`config.mk`:
```
export PLATFORM = sky130hd
export DESIGN_NAME = secure_reader
export DESIGN_NICKNAME = d
export VERILOG_FILES = /design/src/rtl/secure_reader_pkg.sv /design/src/rtl/secure_reader_lock_timer.sv /design/src/rtl/secure_reader.sv
export SDC_FILE = /design/constraint.sdc
export NUM_CORES = 1
export LEC_CHECK = 0
export BUFFER_PORTS_ARGS = -buffer_cell sky130_fd_sc_hd__buf_4
export CAP_MARGIN = 15
export CORE_MARGIN = 5
export CORE_UTILIZATION = 53
export CTS_CLUSTER_SIZE = 10
export DETAILED_ROUTE_END_ITERATION = 6
export PLACE_DENSITY = 0.79
export SETUP_SLACK_MARGIN = 0.05
export SKIP_CTS_REPAIR_TIMING = 1
export SYNTH_ARGS = -nofsm -noshare
export SYNTH_HDL_FRONTEND = slang
export SYNTH_HIERARCHICAL = 1
export SYNTH_SLANG_ARGS = --single-unit
export TNS_END_PERCENT = 100
```
`constraint.sdc`:
```
create_clock -name clock -period 3.34 [get_ports clock]
set_clock_uncertainty 0.15 [all_clocks]
set_input_delay 0.501 -clock clock [delete_from_list [all_inputs] [get_ports clock]]
set_output_delay 0.501 -clock clock [all_outputs]
set_load 0.02 [all_outputs]
```
`src/rtl/secure_reader_pkg.sv`:
```
// Shared state encoding, default parameters and timer sizing for secure_reader.
// No logic of its own; latency and backpressure are defined by the users of this package.
package secure_reader_pkg;

  typedef enum logic [1:0] {
    ST_IDLE   = 2'd0,
    ST_AUTH   = 2'd1,
    ST_LOCKED = 2'd2
  } state_t;

  localparam int DEF_DATA_W       = 4;
  localparam int DEF_PW_W         = 4;
  localparam int DEF_MAX_TRIES    = 3;
  localparam int DEF_LOCK_CYCLES  = 8;
  localparam int DEF_AUTH_TIMEOUT = 16;

  // The timer is loaded with (duration - 1), so it only needs to hold max(a, b) - 1.
  function automatic int timer_width(input int a, input int b);
    int m;
    m = (a > b) ? a : b;
    return (m < 2) ? 1 : $clog2(m);
  endfunction

endpackage

```
`src/rtl/secure_reader_lock_timer.sv`:
```
// Loadable down-counter whose done flag is high while the count is zero; load wins over decrement.
// Latency: one cycle from load to count; no backpressure, en simply pauses the count.
module lock_timer #(
  parameter int W = 4
) (
  input  logic         clock,
  input  logic         reset,
  input  logic         load,
  input  logic [W-1:0] load_val,
  input  logic         en,
  output logic         done
);

  logic [W-1:0] count;

  always_ff @(posedge clock) begin
    if (reset) begin
      count <= '0;
    end else if (load) begin
      count <= load_val;
    end else if (en && (count != '0)) begin
      count <= count - W'(1);
    end
  end

  assign done = (count == '0);

endmodule

```
`src/rtl/secure_reader.sv`:
```
// Password-gated read of one of two registers, with retry lockout and an auth timeout.
// Latency: all outputs registered, one cycle after the deciding edge; no backpressure, strobes are single-cycle.
module secure_reader
  import secure_reader_pkg::*;
#(
  parameter int DATA_W       = DEF_DATA_W,
  parameter int PW_W         = DEF_PW_W,
  parameter int MAX_TRIES    = DEF_MAX_TRIES,
  parameter int LOCK_CYCLES  = DEF_LOCK_CYCLES,
  parameter int AUTH_TIMEOUT = DEF_AUTH_TIMEOUT
) (
  input  logic              clock,
  input  logic              reset,
  input  logic [PW_W-1:0]   system_password,
  input  logic              request,
  input  logic              select,
  input  logic              confirm,
  input  logic [PW_W-1:0]   input_password,
  input  logic [DATA_W-1:0] qin_left,
  input  logic [DATA_W-1:0] qin_right,
  output logic [DATA_W-1:0] data_out,
  output logic              data_valid,
  output logic              error,
  output logic              busy,
  output logic              locked
);

  localparam int FAIL_W = $clog2(MAX_TRIES + 1);
  localparam int TMR_W  = timer_width(AUTH_TIMEOUT, LOCK_CYCLES);

  state_t            state_q, state_d;
  logic [FAIL_W-1:0] fail_q, fail_d, fail_inc;
  logic              sel_q, sel_d;
  logic [DATA_W-1:0] data_d;
  logic              valid_d, error_d;
  logic              tmr_load, tmr_en, tmr_done;
  logic [TMR_W-1:0]  tmr_val;
  logic              accept, pw_match, pw_ok, pw_bad, auth_to, lock_end, hit_max;

  assign pw_match = (input_password == system_password);
  assign accept   = (state_q == ST_IDLE) && request;
  assign pw_ok    = (state_q == ST_AUTH) && confirm && pw_match;
  assign pw_bad   = (state_q == ST_AUTH) && confirm && !pw_match;
  assign auth_to  = (state_q == ST_AUTH) && !confirm && tmr_done;
  assign lock_end = (state_q == ST_LOCKED) && tmr_done;
  assign fail_inc = fail_q + FAIL_W'(1);
  assign hit_max  = (fail_inc == FAIL_W'(MAX_TRIES));

  always_ff @(posedge clock) begin
    if (reset) begin
      state_q    <= ST_IDLE;
      fail_q     <= '0;
      sel_q      <= 1'b0;
      data_out   <= '0;
      data_valid <= 1'b0;
      error      <= 1'b0;
      busy       <= 1'b0;
      locked     <= 1'b0;
    end else begin
      state_q    <= state_d;
      fail_q     <= fail_d;
      sel_q      <= sel_d;
      data_out   <= data_d;
      data_valid <= valid_d;
      error      <= error_d;
      busy       <= (state_d != ST_IDLE);
      locked     <= (state_d == ST_LOCKED);
    end
  end

  always_comb begin
    state_d = state_q;
    case (state_q)
      ST_IDLE: begin
        if (accept) state_d = ST_AUTH;
      end
      ST_AUTH: begin
        if (pw_ok || auth_to)      state_d = ST_IDLE;
        else if (pw_bad && hit_max) state_d = ST_LOCKED;
      end
      ST_LOCKED: begin
        if (lock_end) state_d = ST_IDLE;
      end
      default: state_d = ST_IDLE;
    endcase
  end

  // Timer is reloaded with (duration - 1): done is seen on the last cycle of the window.
  always_comb begin
    fail_d   = fail_q;
    sel_d    = sel_q;
    data_d   = data_out;
    valid_d  = pw_ok;
    error_d  = pw_bad || auth_to;
    tmr_load = 1'b0;
    tmr_val  = '0;
    tmr_en   = ((state_q == ST_AUTH) && !confirm) || (state_q == ST_LOCKED);
    if (accept) begin
      sel_d    = select;
      tmr_load = 1'b1;
      tmr_val  = TMR_W'(AUTH_TIMEOUT - 1);
    end
    if (pw_ok) begin
      fail_d = '0;
      data_d = sel_q ? qin_right : qin_left;
    end
    if (pw_bad) begin
      fail_d   = fail_inc;
      tmr_load = 1'b1;
      tmr_val  = hit_max ? TMR_W'(LOCK_CYCLES - 1) : TMR_W'(AUTH_TIMEOUT - 1);
    end
    if (lock_end) fail_d = '0;
  end

  lock_timer #(
    .W(TMR_W)
  ) u_lock_timer (
    .clock    (clock),
    .reset    (reset),
    .load     (tmr_load),
    .load_val (tmr_val),
    .en       (tmr_en),
    .done     (tmr_done)
  );

endmodule

```
# After elaboration in Yosys (flattened, before gate mapping)
# Index checks and enable logic that the tools add are counted.
# W data, S select, Z words.
[word_totals] reg_bits=17 wordCells=52
[op_classes] addsub=2 n_eq_ne=5 mux=15 reduce_logical=21
[op_table] cell="$mux W4" n=6
[op_table] cell="$mux W2" n=6
[op_table] cell="$logic_and A1 B1 Y1" n=9
[op_table] cell="$eq A2 B2 Y1 const B" n=3
[op_table] cell="$pmux W2 S3" n=1
[op_table] cell="$reduce_bool A2 Y1" n=3
[op_table] cell="$eq A4 B4 Y1" n=1
[op_table] cell="$logic_not A4 Y1" n=1
[op_table] cell="$reduce_bool A4 Y1" n=1
[op_table] cell="$sub A4 B1 Y4 const B" n=1
[op_table] cell="$logic_or A1 B1 Y1" n=3
[op_table] cell="$add A2 B1 Y2 const B" n=1
[op_table] cell="$eq A2 B1 Y1 const B" n=1
[op_table] cell="$logic_not A1 Y1" n=2
[op_table] cell="$logic_not A2 Y1" n=1
[op_table] cell="$mux W1" n=2
[op_table] cell="$reduce_or A2 Y1" n=1

# Longest topological paths before layout
[depth] word_depth=8 mapped_depth=8 depth_no_buf=8

# By module
# Netlist, hierarchy kept.
[modules_own_cells] module="secure_reader" n_inst=1 cells_per_inst=72 area_each_um2=656.9 seq_area_each_um2=260.2
[modules_own_cells] module="lock_timer" n_inst=1 cells_per_inst=29 area_each_um2=262.8 seq_area_each_um2=80.1

# Worst setup path before layout
# OpenSTA, ideal clock, no wires.
[synth_timing] kind="input to register" startpoint="input port system_password[1]" endpoint="register u_lock_timer.count[1]" setup_time_ps=122 arrival_ps=1886 required_ps=3068 setup_slack_ps=1181 cell_stages=7 n_path_buf=0 cell_sequence="xor2_1 nor4_4 nand2b_2 nand2_1 nand2_1 nor2_1 a311o_1"
[synth_between] elab_chain_cells=5
[synth_lines] element="start, declared" line="secure_reader.sv:14" rtl="input logic [PW_W-1:0] system_password,"
[synth_lines] element="$eq A4 B4 Y1 *" line="secure_reader.sv:40" rtl="assign pw_match = (input_password == system_password);"
[synth_lines] element="$logic_not A1 Y1 *" line="secure_reader.sv:43" rtl="assign pw_bad = (state_q == ST_AUTH) && confirm && !pw_match;"
[synth_lines] element="$logic_and A1 B1 Y1 *" line="secure_reader.sv:43"
[synth_lines] element="$mux W1 *" line="secure_reader.sv:107" rtl="if (pw_bad) begin"
[synth_lines] element="via tmr_load" line="secure_reader.sv:36" rtl="logic tmr_load, tmr_en, tmr_done;"
[synth_lines] element="$mux W4 or $reduce_bool A2 Y1 (tied branches)"
[synth_lines] element="end signal, assigned" line="secure_reader_lock_timer.sv:20" rtl="count <= load_val;"
[synth_lines] element="end signal, assigned" line="secure_reader_lock_timer.sv:22" rtl="count <= count - W'(1);"
[synth_lines] element="end, declared" line="secure_reader_lock_timer.sv:14" rtl="logic [W-1:0] count;"
# The timed path passes the listed nets; every way through them passes the cells marked *.
# A chain may end at the register's enable or synchronous reset.

# Worst setup path after layout
[layout_timing] startpoint="input port system_password[1]" endpoint="register u_lock_timer.count[2]"
# Same word-level chain as after synthesis.

==> qor.tcl <==
set qor(criticalPathCategory) {in2reg}
set qor(max_clock_freq_mhz) 438.5
set qor(setup_violations) 0
set qor(synth_cell_types) 35
set qor(grt-ovfl-total) 0
set qor(drt_via_density) 5.701
set qor(post-route-drc-count) 0
set qor(routabilityCongestion) 0.8006
set qor(drive_gt1_share_pct) 32.31
set qor(port-buffer-count) 28
set qor(startpoint_type) {input pin}
set qor(fin_cells) 147
set qor(maxSlewHeadroom_pct) 70.15
set qor(cts-root-to-sink-buffers) 2
set qor(dominant_combinational_cell_family_by_area_after_synthesis) {compound AO/OA/AOI/OAI gates}
set qor(worstMarginPinSlew_ns) 0.4444
set qor(powerDensity_nw_per_um2) 399.9
set qor(worstReg2RegEnd) {error}
set qor(mostFrequentLayoutCell) {buf_4}
set qor(met1_usage_pct) 20.56
set qor(tritoncts_num_sinks) 17
set qor(most_used_routing_layer_in_global_routing) {met2}
set qor(synth.ff_latch_count) 17
set qor(clkTransAtPathRegs_ns) 0.09
set qor(die_w_um) 51.66
set qor(power.leakage_nw) 0.4837
set qor(syn_avg_cell_area_um2) 9.105
set qor(start_util_pct) 54.44
set qor(area_of_the_die_um2) 2668
set qor(setup-tns-final_ns) 0
set qor(grt_first_pass_wirelength_mm) 3.470
set qor(placed_area_um2) 1142
set qor(hpwlAfterDp_mm) 1.594
set qor(yosysSeqAreaShare_pct) 37.01
set qor(synth_top_area_cell) {dfxtp_1}
set qor(groute.layer.met3.usage_pct) 4.585
set qor(cp_max_fo) 9
set qor(synthMuxAreaShare_pct) 7.619
set qor(crit_start) {system_password[1]}
set qor(grt.met2_usage_pct) 28.39
set qor(worstSkewPairLatency_ns) 0.29
set qor(num_vias) 838
set qor(cts_buffers) 3
set qor(routedWlPerCell_um) 13.65
set qor(min_path_cells) 3
set qor(filler_cell_count) 136
set qor(htree_num_levels) 1
set qor(drt_iter0_drc) 10
set qor(placedCellCount) 143
set qor(commonest_cells_after_routing_fill_and_taps_aside) {buf_4, dfxtp_1, nand2_1, nor2_1}
set qor(first_global_vias) 817
set qor(seqCellArea_um2) 340.3
set qor(critPathArrivalTime_ns) 2.32
set qor(global_route.usage.total_pct) 17.52
set qor(fin_util_pct) 69.19
set qor(finish.net_count) 154
set qor(r2r_start) {u_lock_timer/count[1]}
set qor(yosys.area_share.simple_pct) 20.95
set qor(chipHeight_um) 51.66
set qor(num_antenna_cells) 0
set qor(timing.final.hold_violations) 0
set qor(detail-route-antenna-nets) 0
set qor(critPathRequiredTime_ns) 3.38
set qor(rsz0062_at_grt) {no}
set qor(placement_rows) 15
set qor(hold_path_class) {in2reg}
set qor(r2r_cells) 6
set qor(synth.yosys.warnings) 6
set qor(routed_wirelength_mm) 2.006
set qor(area.growth.synth_to_final_pct) 27.07
set qor(worst_hold_slack_ns) 0.2968
set qor(status) {completed}
set qor(antenna_found_initial) 0
set qor(synth_compound_gate_area_share_pct) 22.86
set qor(yosys.area_share.xor_xnor_pct) 3.810
set qor(fin_area_um2) 1169
set qor(area_taken_by_multi_input_logic_gates_um2) 533.0
set qor(tritoncts) {built}
set qor(yosysTopAreaCellShare_pct) 37.01
set qor(final.period_utilization_pct) 68.27
set qor(synthAdderAreaFrac_pct) 2.721
set qor(reg2reg_slack_ns) 1.36
set qor(period_minus_ws_final_ns) 2.280
set qor(syn-instance-count) 101
set qor(timing.hold.worst_endpoint) {sel_q}
set qor(post_synth_instance_area_um2) 919.6
set qor(core_area_um2) 1689
set qor(pins_over_slew_limit) 0
set qor(clockRootBuffer) {clkbuf_4}
set qor(max-cap-violations) 0
set qor(mappedNetlistNets) 124
set qor(detail_route.first_pass.iterations) 4
set qor(startpoint_of_the_tightest_hold_check_path) {select}
set qor(grt_start_max_net_pins) 18
set qor(synth.area.top_cells) {dfxtp_1, mux2i_1, a21oi_1}
set qor(io_pins) 29
set qor(cp-end-kind) {register}
set qor(peakVddDrop_mv) 0.2587
[worst max-delay path, cell delays in order]
cell,delay [ns]
buf_4,0.11
xor2_1,0.18
nor4_4,0.48
nand2b_2,0.27
nand2_1,0.19
inv_1,0.21
nor2_1,0.08
a311oi_1,0.29
[area by class of cell]
| type | instances | share of cell area [%] |
|---|---|---|
| Inverter | 8 | 2.570 |
| Clock buffer | 4 | 2.248 |
| Tap cell | 17 | 1.820 |
| Timing Repair Buffer | 29 | 18.63 |
| Sequential cell | 17 | 29.12 |
| Multi-Input combinational cell | 72 | 45.61 |
[routing by layer]
metal  vias to the layer above  share of wire (%)
li1                        424                  -
met1                       369                 42
met2                        38                 47
met3                         7                8.3
met4                         0                3.1
met5                         -                  0
[logic make-up after synthesis]
logic type,count (synthesis)
muxes,7
buffers and inverters,12
DFF,17
xor gates and xnor gates,4
adders and majority gates,2
AOI/OAI and AO/OA,27
and+or+nand+nor,32
[cells in the mapped netlist, drive strengths merged]
cell and instances:
o31ai 1, nor2 8, o21bai 1, or3 3
a31oi 1, a2111oi 2, mux2i 7, nor3 1
ha 2, a211oi 5, a21o 2, a311o 1
xor2 4, and3 1, nand2b 1, o21ai 3
dfxtp 17, nand2 9, nor4 1, clkbuf 4
a21oi 7, or3b 1, nand3 3, o32ai 2
and2b 1, a311oi 2, nor4b 1, and2 1
inv 8, nand4b 1
[power breakdown]
group          switching [mW]  internal [mW]
clock                  0.0623         0.0465
combinational          0.0700         0.0591
sequential             0.0129          0.217
[state kept, by name (all words and copies together) (netlist names)]
signal and count:
data_valid 1, u_lock_timer/count 4, data_out 4, state_q 2, locked 1, error 1, busy 1, fail_q 2
sel_q 1
[how the worst max path moves through the flow]
| stage | to | slack (ns) | depth (start not counted) |
|---|---|---|---|
| 4_1_cts | u_lock_timer/count[2] | 1.09 | 8 |
| 2_1_floorplan | u_lock_timer/count[1] | 1.18 | 7 |
| 6_report | u_lock_timer/count[2] | 1.06 | 8 |
| 3_3_place_gp | u_lock_timer/count[1] | 0.90 | 8 |
| 3_5_place_dp | u_lock_timer/count[2] | 0.76 | 8 |
| 5_1_grt | u_lock_timer/count[2] | 0.94 | 8 |
[stage by stage]
step           total power, mW  worst slack [ns]
5_1_grt                 0.5016            0.9430
6_report                0.4674             1.060
3_5_place_dp            0.3620            0.7564
4_1_cts                 0.4714             1.089
2_1_floorplan           0.3198             1.181
3_3_place_gp            0.3578            0.9016
No activity file was read; power rests on OpenSTA's default activity.
